## src/rtl/comparador_pkg.sv

```systemverilog
// Shared encodings for the comparator monitor: confirmed-relation codes and
// the flag-to-relation decoder with its one-hot validity bit.
package comparador_pkg;

    localparam logic [1:0] EST_INICIO = 2'b00;
    localparam logic [1:0] EST_MAIOR  = 2'b01;
    localparam logic [1:0] EST_MENOR  = 2'b10;
    localparam logic [1:0] EST_IGUAL  = 2'b11;

    typedef struct packed {
        logic       valida;
        logic [1:0] rel;
    } relacao_t;

    // Any pattern other than exactly one flag set is reported as invalid.
    function automatic relacao_t codificaFlags(input logic maior, input logic menor,
                                               input logic igual);
        relacao_t r;
        case ({maior, menor, igual})
            3'b100:  r = '{valida: 1'b1, rel: EST_MAIOR};
            3'b010:  r = '{valida: 1'b1, rel: EST_MENOR};
            3'b001:  r = '{valida: 1'b1, rel: EST_IGUAL};
            default: r = '{valida: 1'b0, rel: EST_INICIO};
        endcase
        return r;
    endfunction

endpackage

```

## src/rtl/contador_saturado.sv

```systemverilog
// Saturating up-counter with synchronous clear; clear beats increment.
module contador_saturado #(
    parameter int CONT_W = 8
) (
    input  logic              clk,
    input  logic              rst,
    input  logic              inc,
    input  logic              clr,
    output logic [CONT_W-1:0] valor
);

    localparam logic [CONT_W-1:0] MAXIMO = {CONT_W{1'b1}};

    // Count register: reset, then clear, then saturating increment.
    always_ff @(posedge clk) begin
        if (rst) begin
            valor <= {CONT_W{1'b0}};
        end else if (clr) begin
            valor <= {CONT_W{1'b0}};
        end else if (inc && (valor != MAXIMO)) begin
            valor <= valor + CONT_W'(1);
        end else begin
            valor <= valor;
        end
    end

endmodule

```

## src/rtl/monitor_comparacao.sv

```systemverilog
// Persistence filter for the magnitude comparator flags: confirms a relation after
// N_CONFIRMA consecutive valid samples and keeps entry counters plus a sticky error.
module monitor_comparacao
    import comparador_pkg::*;
#(
    parameter int N_CONFIRMA = 3,
    parameter int CONT_W     = 8
) (
    input  logic              clk,
    input  logic              rst,
    input  logic              amostra_valida,
    input  logic              AmaiorB,
    input  logic              AmenorB,
    input  logic              AigualB,
    input  logic              limpar,
    output logic [1:0]        estado,
    output logic              mudanca,
    output logic [CONT_W-1:0] cont_maior,
    output logic [CONT_W-1:0] cont_menor,
    output logic [CONT_W-1:0] cont_igual,
    output logic              erro
);

    localparam int              RUN_W   = $clog2(N_CONFIRMA + 1);
    localparam logic [RUN_W-1:0] RUN_MAX = RUN_W'(N_CONFIRMA);

    relacao_t         relacao_s;
    logic [1:0]       candidato_r;
    logic [1:0]       candNext_s;
    logic [RUN_W-1:0] run_r;
    logic [RUN_W-1:0] runNext_s;
    logic             erroAmostra_s;
    logic             confirma_s;
    logic             incMaior_s;
    logic             incMenor_s;
    logic             incIgual_s;

    // Next candidate/run; idle cycles hold both so gaps never break a run.
    always_comb begin
        relacao_s     = codificaFlags(AmaiorB, AmenorB, AigualB);
        candNext_s    = candidato_r;
        runNext_s     = run_r;
        erroAmostra_s = 1'b0;
        if (amostra_valida) begin
            if (relacao_s.valida) begin
                if (relacao_s.rel == candidato_r) begin
                    if (run_r == RUN_MAX) begin
                        runNext_s = run_r;
                    end else begin
                        runNext_s = run_r + RUN_W'(1);
                    end
                end else begin
                    candNext_s = relacao_s.rel;
                    runNext_s  = RUN_W'(1);
                end
            end else begin
                erroAmostra_s = 1'b1;
                candNext_s    = EST_INICIO;
                runNext_s     = {RUN_W{1'b0}};
            end
        end else begin
            candNext_s = candidato_r;
            runNext_s  = run_r;
        end
        confirma_s = amostra_valida && relacao_s.valida && (runNext_s == RUN_MAX)
                     && (candNext_s != estado);
        incMaior_s = confirma_s && (candNext_s == EST_MAIOR);
        incMenor_s = confirma_s && (candNext_s == EST_MENOR);
        incIgual_s = confirma_s && (candNext_s == EST_IGUAL);
    end

    // Run tracking, confirmed relation, change pulse and sticky error.
    always_ff @(posedge clk) begin
        if (rst) begin
            candidato_r <= EST_INICIO;
            run_r       <= {RUN_W{1'b0}};
            estado      <= EST_INICIO;
            mudanca     <= 1'b0;
            erro        <= 1'b0;
        end else begin
            candidato_r <= candNext_s;
            run_r       <= runNext_s;
            mudanca     <= confirma_s;
            estado      <= confirma_s ? candNext_s : estado;
            // A fresh error outranks limpar on the same edge.
            if (erroAmostra_s) begin
                erro <= 1'b1;
            end else if (limpar) begin
                erro <= 1'b0;
            end else begin
                erro <= erro;
            end
        end
    end

    contador_saturado #(.CONT_W(CONT_W)) uContMaior (
        .clk(clk), .rst(rst), .inc(incMaior_s), .clr(limpar), .valor(cont_maior)
    );

    contador_saturado #(.CONT_W(CONT_W)) uContMenor (
        .clk(clk), .rst(rst), .inc(incMenor_s), .clr(limpar), .valor(cont_menor)
    );

    contador_saturado #(.CONT_W(CONT_W)) uContIgual (
        .clk(clk), .rst(rst), .inc(incIgual_s), .clr(limpar), .valor(cont_igual)
    );

endmodule

```

## config.mk

```make
export PLATFORM = sky130hd
export DESIGN_NAME = monitor_comparacao
export DESIGN_NICKNAME = d
export VERILOG_FILES = /design/src/rtl/comparador_pkg.sv /design/src/rtl/contador_saturado.sv /design/src/rtl/monitor_comparacao.sv
export SDC_FILE = /design/constraint.sdc
export NUM_CORES = 1
export LEC_CHECK = 0
export ABC_AREA = 1
export CAP_MARGIN = 20
export CELL_PAD_IN_SITES_DETAIL_PLACEMENT = 1
export CELL_PAD_IN_SITES_GLOBAL_PLACEMENT = 1
export CORE_MARGIN = 10
export CORE_UTILIZATION = 35
export CTS_BUF_LIST = sky130_fd_sc_hd__clkbuf_4 sky130_fd_sc_hd__clkbuf_8
export DETAILED_ROUTE_END_ITERATION = 16
export GPL_ROUTABILITY_DRIVEN = 0
export GPL_TIMING_DRIVEN = 0
export PLACE_DENSITY = 0.82
export SLEW_MARGIN = 0
export SYNTH_ARGS = -nofsm -noshare
export SYNTH_HDL_FRONTEND = slang
export SYNTH_SLANG_ARGS = --single-unit
```

## constraint.sdc

```tcl
create_clock -name clk -period 1.9 [get_ports clk]
set_clock_uncertainty 0.05 [all_clocks]
set_input_delay 0.57 -clock clk [delete_from_list [all_inputs] [get_ports clk]]
set_output_delay 0.57 -clock clk [all_outputs]
set_load 0.03 [all_outputs]
```

==> After elaboration in Yosys (flattened, before gate mapping) <==
Cells that the tools add are included.
{ "classes": {"n_mux": 12, "reduce_logical": 11, "eq_ne": 13, "add_sub_neg": 4} }
{ "op_table": {"columns": ["cell", "n"], "rows": [
  ["$add A8 B1 Y8 const B", 3],
  ["$ne A8 B8 Y1 const B", 3],
  ["$mux W2", 7],
  ["$logic_and A1 B1 Y1", 9],
  ["$pmux W3 S3", 1],
  ["$eq A2 B2 Y1 const B", 4],
  ["$mux W1", 4],
  ["$eq A3 B1 Y1 const B", 1],
  ["$eq A3 B2 Y1 const B", 1],
  ["$eq A3 B3 Y1 const B", 1],
  ["$add A2 B1 Y2 const B", 1],
  ["$eq A2 B1 Y1 const B", 1],
  ["$eq A2 B2 Y1", 1],
  ["$ne A2 B2 Y1", 1],
  ["$reduce_bool A2 Y1", 1],
  ["$reduce_or A2 Y1", 1]
]} }
{ "word_totals": {"in_bits": 7, "register_bits": 32, "word_cells": 48, "output_inout_bits": 28} }

==> Longest topological paths before layout <==
Gate-level depths: netlist of the first run.
{ "logic_depth": {"ltp_word": 11, "depth_mapped": 13, "mapped_depth_nobuf": 13} }

==> Modules after synthesis <==
A second synthesis of the first run with hierarchy kept.
{ "unflattened": {"cells_unflattened": 296, "hier_area_um2": 1860.5} }
{ "modules_own_cells": {"columns": ["mod", "seq_area_each_um2", "area_per_inst_um2", "cells_each", "n_inst"], "rows": [
  ["contador_saturado", 160.2, 460.4, 73, 3],
  ["monitor_comparacao", 160.2, 479.2, 77, 1]
]} }

==> Worst setup path before layout of the first run <==
OpenSTA, ideal clock, no wires.
{ "synth_timing": {"path_kind": "input -> register", "startpoint": "input AmaiorB", "endpoint": "register uContMaior.valor[0]", "setup_time_ns": 0.114, "n_path_buf": 0, "required_ns": 1.736, "stages": 12, "t_arrival_ns": 1.707, "slack_ns": 0.030, "cell_sequence": "inv_1 -> nand3_1 -> nand3_1 -> nand2_2 -> nand2_1 -> nand2_2 -> nand2_4 -> nand4_2 -> nor2_2 -> nand2_1 -> nand2_1 -> nor2_1"} }
{ "synth_via": {"elab_chain_cells": 11, "word_cells_on_any_way": 19, "cone_classes": "eq/ne (7); mux (7); reduce/logical (5)"} }
{ "synth_rtl": {"columns": ["element", "line", "text"], "rows": [
  ["start: declaration", "monitor_comparacao.sv:12", "input logic AmaiorB,"],
  ["$eq A3 B1 Y1, or another cell as far along", "comparador_pkg.sv:19", "case ({maior, menor, igual})"],
  ["$pmux W3 S3 (*)", "comparador_pkg.sv:19", null],
  ["$eq A2 B2 Y1", "monitor_comparacao.sv:46", "if (relacao_s.rel == candidato_r) begin"],
  ["$mux W2", "monitor_comparacao.sv:46", null],
  ["$mux W2", "monitor_comparacao.sv:45", "if (relacao_s.valida) begin"],
  ["$mux W2", "monitor_comparacao.sv:44", "if (amostra_valida) begin"],
  ["$eq A2 B2 Y1", "monitor_comparacao.sv:65", "confirma_s = amostra_valida && relacao_s.valida && (runNext_s == RUN_MAX)"],
  ["$logic_and A1 B1 Y1", "monitor_comparacao.sv:65", null],
  ["$logic_and A1 B1 Y1", "monitor_comparacao.sv:66", "&& (candNext_s != estado);"],
  ["$logic_and A1 B1 Y1 (*)", "monitor_comparacao.sv:67", "incMaior_s = confirma_s && (candNext_s == EST_MAIOR);"],
  ["$logic_and A1 B1 Y1 (*)", "contador_saturado.sv:20", "end else if (inc && (valor != MAXIMO)) begin"],
  ["end signal: assignment", "contador_saturado.sv:19", "valor <= {CONT_W{1'b0}};"],
  ["end signal: assignment", "contador_saturado.sv:21", "valor <= valor + CONT_W'(1);"],
  ["end signal: assignment", "contador_saturado.sv:23", "valor <= valor;"],
  ["end: declaration", "contador_saturado.sv:9", "output logic [CONT_W-1:0] valor"]
]} }
Mark *: on every way between the ends. The rest lies on a longest branch, timed or not.
A chain may end at the register's enable or synchronous reset.

==> Worst setup path in the final report of the first run <==
{ "layout_timing": {"startpoint": "input AmenorB", "endpoint": "register uContMenor.valor[2]"} }
{ "layout_via": {"elab_chain_cells": 11, "word_cells_on_any_way": 19, "cone_classes": "eq/ne (7); mux (7); reduce/logical (5)"} }
{ "layout_rtl": {"columns": ["element", "line", "text"], "rows": [
  ["start: declaration", "monitor_comparacao.sv:13", "input logic AmenorB,"],
  ["$eq A3 B1 Y1, or another cell as far along", "comparador_pkg.sv:19", null],
  ["$pmux W3 S3 (*)", "comparador_pkg.sv:19", null],
  ["$eq A2 B2 Y1", "monitor_comparacao.sv:46", null],
  ["$mux W2", "monitor_comparacao.sv:46", null],
  ["$mux W2", "monitor_comparacao.sv:45", null],
  ["$mux W2", "monitor_comparacao.sv:44", null],
  ["$eq A2 B2 Y1", "monitor_comparacao.sv:65", null],
  ["$logic_and A1 B1 Y1", "monitor_comparacao.sv:65", null],
  ["$logic_and A1 B1 Y1", "monitor_comparacao.sv:66", null],
  ["$logic_and A1 B1 Y1 (*)", "monitor_comparacao.sv:68", "incMenor_s = confirma_s && (candNext_s == EST_MENOR);"],
  ["$logic_and A1 B1 Y1 (*)", "contador_saturado.sv:20", null],
  ["end signal: assignment", "contador_saturado.sv:19", null],
  ["end signal: assignment", "contador_saturado.sv:21", null],
  ["end signal: assignment", "contador_saturado.sv:23", null],
  ["end: declaration", "contador_saturado.sv:9", null]
]} }
Marks and branches as above.

==> flow_metrics.env, run 1 <==
export IMPL_grt_pass1_vias=1971
export IMPL_syn_instance_count=254
export IMPL_place_inst=357
export IMPL_worstPathMaxFanout=6
export IMPL_end_kind="flop"
export IMPL_layout_min_cycle_time_ns=1.88
export IMPL_clk_latency_ns=0.28
export IMPL_synth_distinct_cells=27
export IMPL_cpMostUsedCell="nand2_4"
export IMPL_timing_critical_path_from="AmenorB"
export IMPL_port_buffers=33
export IMPL_ir_drop_v=0.000251
export IMPL_r2r_worst_path_cells=7
export IMPL_dieArea_mm2=0.00856
export IMPL_cts_tree="yes"
export IMPL_p_leak_nw=1.12
export IMPL_die_y_um=92.5
export IMPL_fin_area_mm2=0.00257
export IMPL_vias=1900
export IMPL_grt_usage_pct=12.9
export IMPL_fin_hold_ws_ns=0.419
export IMPL_io_pins=35
export IMPL_cts_hold_buf=0
export IMPL_timing_fmax_ghz=0.533
export IMPL_crit_slowest_cell="nor2_4"
export IMPL_grt_max_degree=11
export IMPL_instances_no_fill=372
export IMPL_cp_arrival_ns=2.04
export IMPL_syn_num_nets=264
export IMPL_r2r_slack_ns=0.19
export IMPL_hold_class="reg -> reg"
export IMPL_max_stage_delay_ns=0.24
export IMPL_path_class="in -> reg"
export IMPL_grt_pass1_wl_um=9340
export IMPL_crit_chain="buf_8, nor2_4, nand2_4, nand2_2, nand2_2, nand2_4, nand2_4, nor2_8, nand3_4, nor2_4, nand3_2, a21oi_2"
export IMPL_r2r_end="uContIgual.valor[5]$_SDFFE_PP0P_"
export IMPL_initial_core_util_pct=36.0
export IMPL_place_hpwl_um=3810
export IMPL_setup_viol=0
export IMPL_placed_area_mm2=0.00226
export IMPL_viasPerCell=5.11
export IMPL_h_tree_depth=2
export IMPL_drive_above_1_share_pct=25.8
export IMPL_drv_cap=0
export IMPL_core_area_mm2=0.00511
export IMPL_r2r_start="uContIgual.valor[0]$_SDFFE_PP0P_"
export IMPL_fin_crit_sh_pct=98.7
export IMPL_clockBufferDepth=2
export IMPL_synth_avg_cell_area_um2=7.25
export IMPL_pwr_density_cell_mw_per_mm2=562
export IMPL_numCtsBuffers=5
export IMPL_cts_reportedPaths_clkPinSlew_ns=0.07
export IMPL_slew_headroom_pct=68.1
export IMPL_cp_depth=12
export IMPL_rows=26
export IMPL_cts_root_buf="clkbuf_8"
export IMPL_dr_pass1_iters=4
export IMPL_critPathTopFamily="simple AND/OR/NAND/NOR gates"
export IMPL_ys_warn_count=0
export IMPL_tightest_slew_ns=0.479
export IMPL_startpoint_type="input port"
export IMPL_yosys_area_top_type="dfxtp_1"
export IMPL_worst_path_buf_inv=1
export IMPL_syn2layout_area_growth_pct=39.9
export IMPL_synthTopCellsByArea="dfxtp_1 (35%), nand2_1 (9.4%), nand3_1 (7.9%)"
export IMPL_grt_overflow_total=0
export IMPL_drc_errors=0
export IMPL_endpoint="uContMenor.valor[2]$_SDFFE_PP0P_"
export IMPL_wl_per_cell_um=15.1
export IMPL_final_common_cell="nand2_1"
export IMPL_cp_data_required_time_ns=2.07
export IMPL_die_w_um=92.5
export IMPL_drt_total_wl_um=5630
export IMPL_final_hold_viol_count=0
export IMPL_outcome="finished, final reports clean"
export IMPL_antenna_cells=0
export IMPL_fin_nets=311
export IMPL_ys_ff_latch=32
export IMPL_ant_nets=0
export IMPL_finalSetupTns_ns=0
export IMPL_fill_cells=646
export IMPL_maxSlewViolCount=0
export IMPL_cts_sinks=32
export IMPL_antenna_found_initial=0
export IMPL_synth_top_area_share_pct=34.8
export IMPL_layout_common_cells="nand2_1 (36), dfxtp_1 (31), dlygate4sd2_1 (27)"
export IMPL_yosysSeqAreaShare_pct=34.8
export IMPL_netlist_area_mm2=0.00184
export IMPL_first_iter_violations=20
export IMPL_rsz0062_at_grt="true"
-- state kept, by name, indices dropped and copies added, names as in the netlist --
name	flops
run_r	2
erro	1
estado	2
mudanca	1
uContIgual.valor	8
uContMaior.valor	8
candidato_r	2
uContMenor.valor	8
-- logic make-up (layout without fill, tap and decap cells) --
| group | count (synthesis) | count (layout) | share of synthesized area, % |
|---|---|---|---|
| flip-flops | 32 | 32 | 34.8 |
| buffers and inverters | 29 | 77 | 5.91 |
| AO/OA/AOI/OAI | 41 | 41 | 11.7 |
| adder cells (fa/ha/maj) | 3 | 3 | 2.04 |
| XOR/XNOR | 17 | 17 | 8.09 |
| AND/OR/NAND/NOR | 132 | 132 | 37.5 |
-- power breakdown --
group | total, mW | switching (mW) | leakage, nW | internal (mW)
logic | 0.193 | 0.134 | 0.813 | 0.0589
clock network | 0.572 | 0.248 | 0.0523 | 0.324
registers | 0.681 | 0.00465 | 0.259 | 0.677
-- per-layer routing --
layer / up-vias / GRT usage (%) / wire [um]
li1: 930 / - / -
met1: 918 / 14.6 / 2300
met2: 42 / 22.9 / 2930
met3: 10 / 3.87 / 316
met4: 0 / 3.47 / 85
met5: - / 0 / 0
-- synthesized netlist by cell type --
master	count
a21oi_1	22
clkbuf_1	2
clkinv_1	1
dfxtp_1	32
ha_1	3
inv_1	25
inv_2	1
nand2_1	46
nand2_2	5
nand2_4	2
nand3_1	29
nand3_2	1
nand3_4	1
nand3b_1	1
nand4_1	3
nand4_2	2
nand4_4	1
nor2_1	27
nor2_2	5
nor2_4	4
nor2_8	1
nor3_1	4
o211ai_2	1
o21ai_0	17
o31ai_1	1
xnor2_1	3
xor2_1	14
-- tightest hold or removal path, cell delays in order, from the launching register on --
cell and delay (ns):
dfxtp_1 0.33, nand2_1 0.06, o31ai_1 0.05
-- stage by stage --
stage	setup slack (ns)	utilization, %	power (mW)
6_report	0.0239	50.4	1.45
5_1_grt	-0.0667	50.4	1.53
4_1_cts	-0.0174	48.0	1.43
3_5_place_dp	-0.756	44.2	0.839
3_3_place_gp	-0.678	44.2	0.834
2_1_floorplan	0.0296	-	0.796
-- worst min path at each step --
stage	from	to	slack [ns]	depth (start not counted)
after floorplan	run_r[1]$_SDFF_PP0_	run_r[1]$_SDFF_PP0_	0.46	2
after global placement	erro$_SDFFE_PP0P_	erro$_SDFFE_PP0P_	0.39	2
after detailed placement	erro$_SDFFE_PP0P_	erro$_SDFFE_PP0P_	0.41	2
after CTS	erro$_SDFFE_PP0P_	erro$_SDFFE_PP0P_	0.42	2
after global routing	erro$_SDFFE_PP0P_	erro$_SDFFE_PP0P_	0.43	2
final	erro$_SDFFE_PP0P_	erro$_SDFFE_PP0P_	0.42	2
-- final cells by class --
type	count	area (um2)	share of cell area (%)
repair buffers	40	354	13.8
inverters	27	113	4.37
well taps	70	87.6	3.40
clock buffers	8	97.6	3.79
plain buffers	2	8.76	0.340
multi-input cells	193	1270	49.4
flip-flops and latches	32	642	24.9
-- timing repair --
action	CTS	global route
hold endpoints to repair	0	0
setup buffers	4	3
resized for setup	68	40
pin swaps	20	19
setup endpoints to repair	54	26
Note: power is estimated with default switching activity, not from simulation.
==> inputs of run 2 (changes only) <==
- CORE_UTILIZATION: 35 -> 33
- PLACE_DENSITY: 0.82 -> 0.8
- REMOVE_ABC_BUFFERS: not set -> 1
- SYNTH_HIERARCHICAL: not set -> 1
==> flow_metrics.env, run 2 <==
export IMPL_wl_per_cell_um=14.2
export IMPL_drc_errors=0
export IMPL_crit_slowest_cell="nor2_4"
export IMPL_initial_core_util_pct=34.0
export IMPL_final_common_cell="nand2_1"
export IMPL_drv_cap=0
export IMPL_ys_top_cells_by_count="nand2_1 (78), nor2_1 (55), inv_1 (34), nand3_1 (34), dfxtp_1 (32)"
export IMPL_yosysMostFrequentCell="nand2_1"
export IMPL_critPathTopFamily="simple AND/OR/NAND/NOR gates"
export IMPL_yosysSeqAreaShare_pct=34.4
export IMPL_end_kind="flop"
export IMPL_rsz0062_at_grt="true"
export IMPL_syn2layout_area_growth_pct=48.8
export IMPL_drive_above_1_share_pct=31.9
export IMPL_path_class="in -> reg"
export IMPL_max_stage_delay_ns=0.26
export IMPL_h_tree_depth=2
export IMPL_cp_arrival_ns=2.21
export IMPL_synth_avg_cell_area_um2=6.29
export IMPL_rows=27
export IMPL_ir_drop_v=0.000230
export IMPL_yosys_area_top_type="dfxtp_1"
export IMPL_dieArea_mm2=0.00904
export IMPL_antenna_found_initial=0
export IMPL_cts_sinks=32
export IMPL_cp_data_required_time_ns=2.03
export IMPL_vias=2079
export IMPL_cts_tree="yes"
export IMPL_fin_area_mm2=0.00277
export IMPL_crit_chain="buf_8, nor2_4, nand2_4, nand2_2, nand2_2, nand2_2, nand2_2, nor2_4, nand4_1, nor2_4, inv_2, nor2_4, nand3_2, nand2_1, nor2_1"
export IMPL_netlist_area_mm2=0.00186
export IMPL_hold_class="reg -> reg"
export IMPL_grt_pass1_vias=2162
export IMPL_synth_top_area_share_pct=34.4
export IMPL_worstPathMaxFanout=7
export IMPL_setup_viol=25
export IMPL_dr_pass1_iters=4
export IMPL_port_buffers=34
export IMPL_worst_path_buf_inv=2
export IMPL_ys_warn_count=6
export IMPL_startpoint_type="input port"
export IMPL_ys_flop_type="dfxtp_1"
export IMPL_viasPerCell=4.88
export IMPL_first_iter_violations=94
export IMPL_place_inst=398
export IMPL_tightest_slew_ns=0.477
export IMPL_violations="negative setup slack"
export IMPL_io_pins=35
export IMPL_final_hold_viol_count=0
export IMPL_instances_no_fill=426
export IMPL_largestRegisters="uContIgual/valor (8), uContMaior/valor (8), uContMenor/valor (8)"
export IMPL_synth_distinct_cells=18
export IMPL_ant_nets=0
export IMPL_async_flop_share_pct=0
export IMPL_core_area_mm2=0.00547
export IMPL_pwr_density_cell_mw_per_mm2=507
export IMPL_place_hpwl_um=3840
export IMPL_ys_ff_latch=32
export IMPL_layout_common_cells="nand2_1 (60), nor2_1 (36), dfxtp_1 (32)"
export IMPL_die_y_um=95.1
export IMPL_die_w_um=95.1
export IMPL_cts_hold_buf=0
export IMPL_worst_slack_ns=-0.172
export IMPL_antenna_cells=0
export IMPL_clockBufferDepth=2
export IMPL_cts_root_buf="clkbuf_8"
export IMPL_syn_instance_count=296
export IMPL_layout_min_cycle_time_ns=2.07
export IMPL_synthTopCellsByArea="dfxtp_1 (34%), nand2_1 (16%), nor2_1 (11%)"
export IMPL_grt_usage_pct=13.6
export IMPL_fin_crit_sh_pct=109
export IMPL_numCtsBuffers=5
export IMPL_synth_edff_count=0
export IMPL_maxSlewViolCount=0
export IMPL_clk_latency_ns=0.29
export IMPL_outcome="finished, violations left"
export IMPL_grt_pass1_wl_um=10000
export IMPL_grt_overflow_total=0
export IMPL_grt_max_degree=12
export IMPL_fin_nets=363
export IMPL_p_leak_nw=1.22
export IMPL_timing_fmax_ghz=0.483
export IMPL_cts_reportedPaths_clkPinSlew_ns=0.07
export IMPL_placed_area_mm2=0.00227
export IMPL_drt_total_wl_um=6040
export IMPL_slew_headroom_pct=68.1
==> run 2: cell count changes after synthesis, sizes merged, moves of 7 or more <==
cell | before | now
inv | 26 | 40
nand2 | 53 | 84
nand3 | 31 | 38
nor2 | 37 | 59
o21ai | 17 | 6
xor2 | 14 | 0
==> run 2: worst min-delay path: stages, from the launching register on <==
cell and delay [ns]:
dfxtp_1 0.31, nand2_1 0.06, a21oi_1 0.05
==> run 2: routing by layer <==
layer | part of all wire (%) | routed length [um] | global-route usage [%] | vias to the layer above
met5 | 0 | 0 | 0 | -
met4 | 1.5 | 88 | 3.74 | 0
li1 | - | - | - | 1055
met1 | 41 | 2480 | 15.3 | 978
met3 | 6.5 | 392 | 4.48 | 9
met2 | 51 | 3080 | 24.0 | 37
==> run 2: cell families (layout without fill, tap and decap cells) <==
| group | Yosys count | count (layout) | synth area share, % |
|---|---|---|---|
| fa+ha+maj | 3 | 3 | 2.02 |
| flops | 32 | 32 | 34.4 |
| compound gates | 30 | 30 | 8.20 |
| buf+inv | 44 | 102 | 9.21 |
| simple gates | 187 | 187 | 46.1 |
==> run 2: area by class of cell <==
type                    instances  area [um2]
fillers                       719        2710
multi-input cells             220        1310
flip-flops and latches         32         641
repair buffers                 54         482
inverters                      40         155
well taps                      72        90.1
clock buffers                   6        82.6
clock inverters                 2        10.0
==> run 2: through the flow <==
step | worst slack (ns) | setup TNS, ns | total power, mW | hold WS (ns) | util [%]
CTS | -0.100 | -0.656 | 1.41 | 0.419 | 48.5
global route | -0.296 | -4.87 | 1.48 | 0.455 | 50.6
finish | -0.172 | -1.80 | 1.40 | 0.413 | 50.6
global placement | -1.24 | -25.90 | 0.793 | 0.408 | 41.5
detailed placement | -1.28 | -27.04 | 0.797 | 0.411 | 41.5
floorplan | -0.356 | -5.06 | 0.759 | 0.434 | -
==> run 2: path summary, 6_finish.rpt <==
| path | start | to | slack, ns | cells past startpoint |
|---|---|---|---|---|
| setup / recovery | AmenorB | uContMaior/valor[3]$_SDFFE_PP0P_ | -0.17 | 15 |
| hold / removal | erro$_SDFFE_PP0P_ | erro$_SDFFE_PP0P_ | 0.41 | 2 |
| setup reg to reg | candidato_r[1]$_SDFF_PP0_ | uContMaior/valor[3]$_SDFFE_PP0P_ | 0 | 13 |
| hold reg to reg | erro$_SDFFE_PP0P_ | erro$_SDFFE_PP0P_ | 0.41 | 2 |
==> run 2: timing repair <==
item,CTS,global route
setup buffers,17,3
gates resized for setup,108,28
pin swaps,29,19
endpoints found under the setup margin,54,25
gates cloned,0,0
==> run 2: power breakdown <==
group          internal, mW  switching [mW]  total (mW)
clock network         0.289           0.275       0.564
logic                0.0589           0.102       0.161
registers             0.676         0.00361       0.680
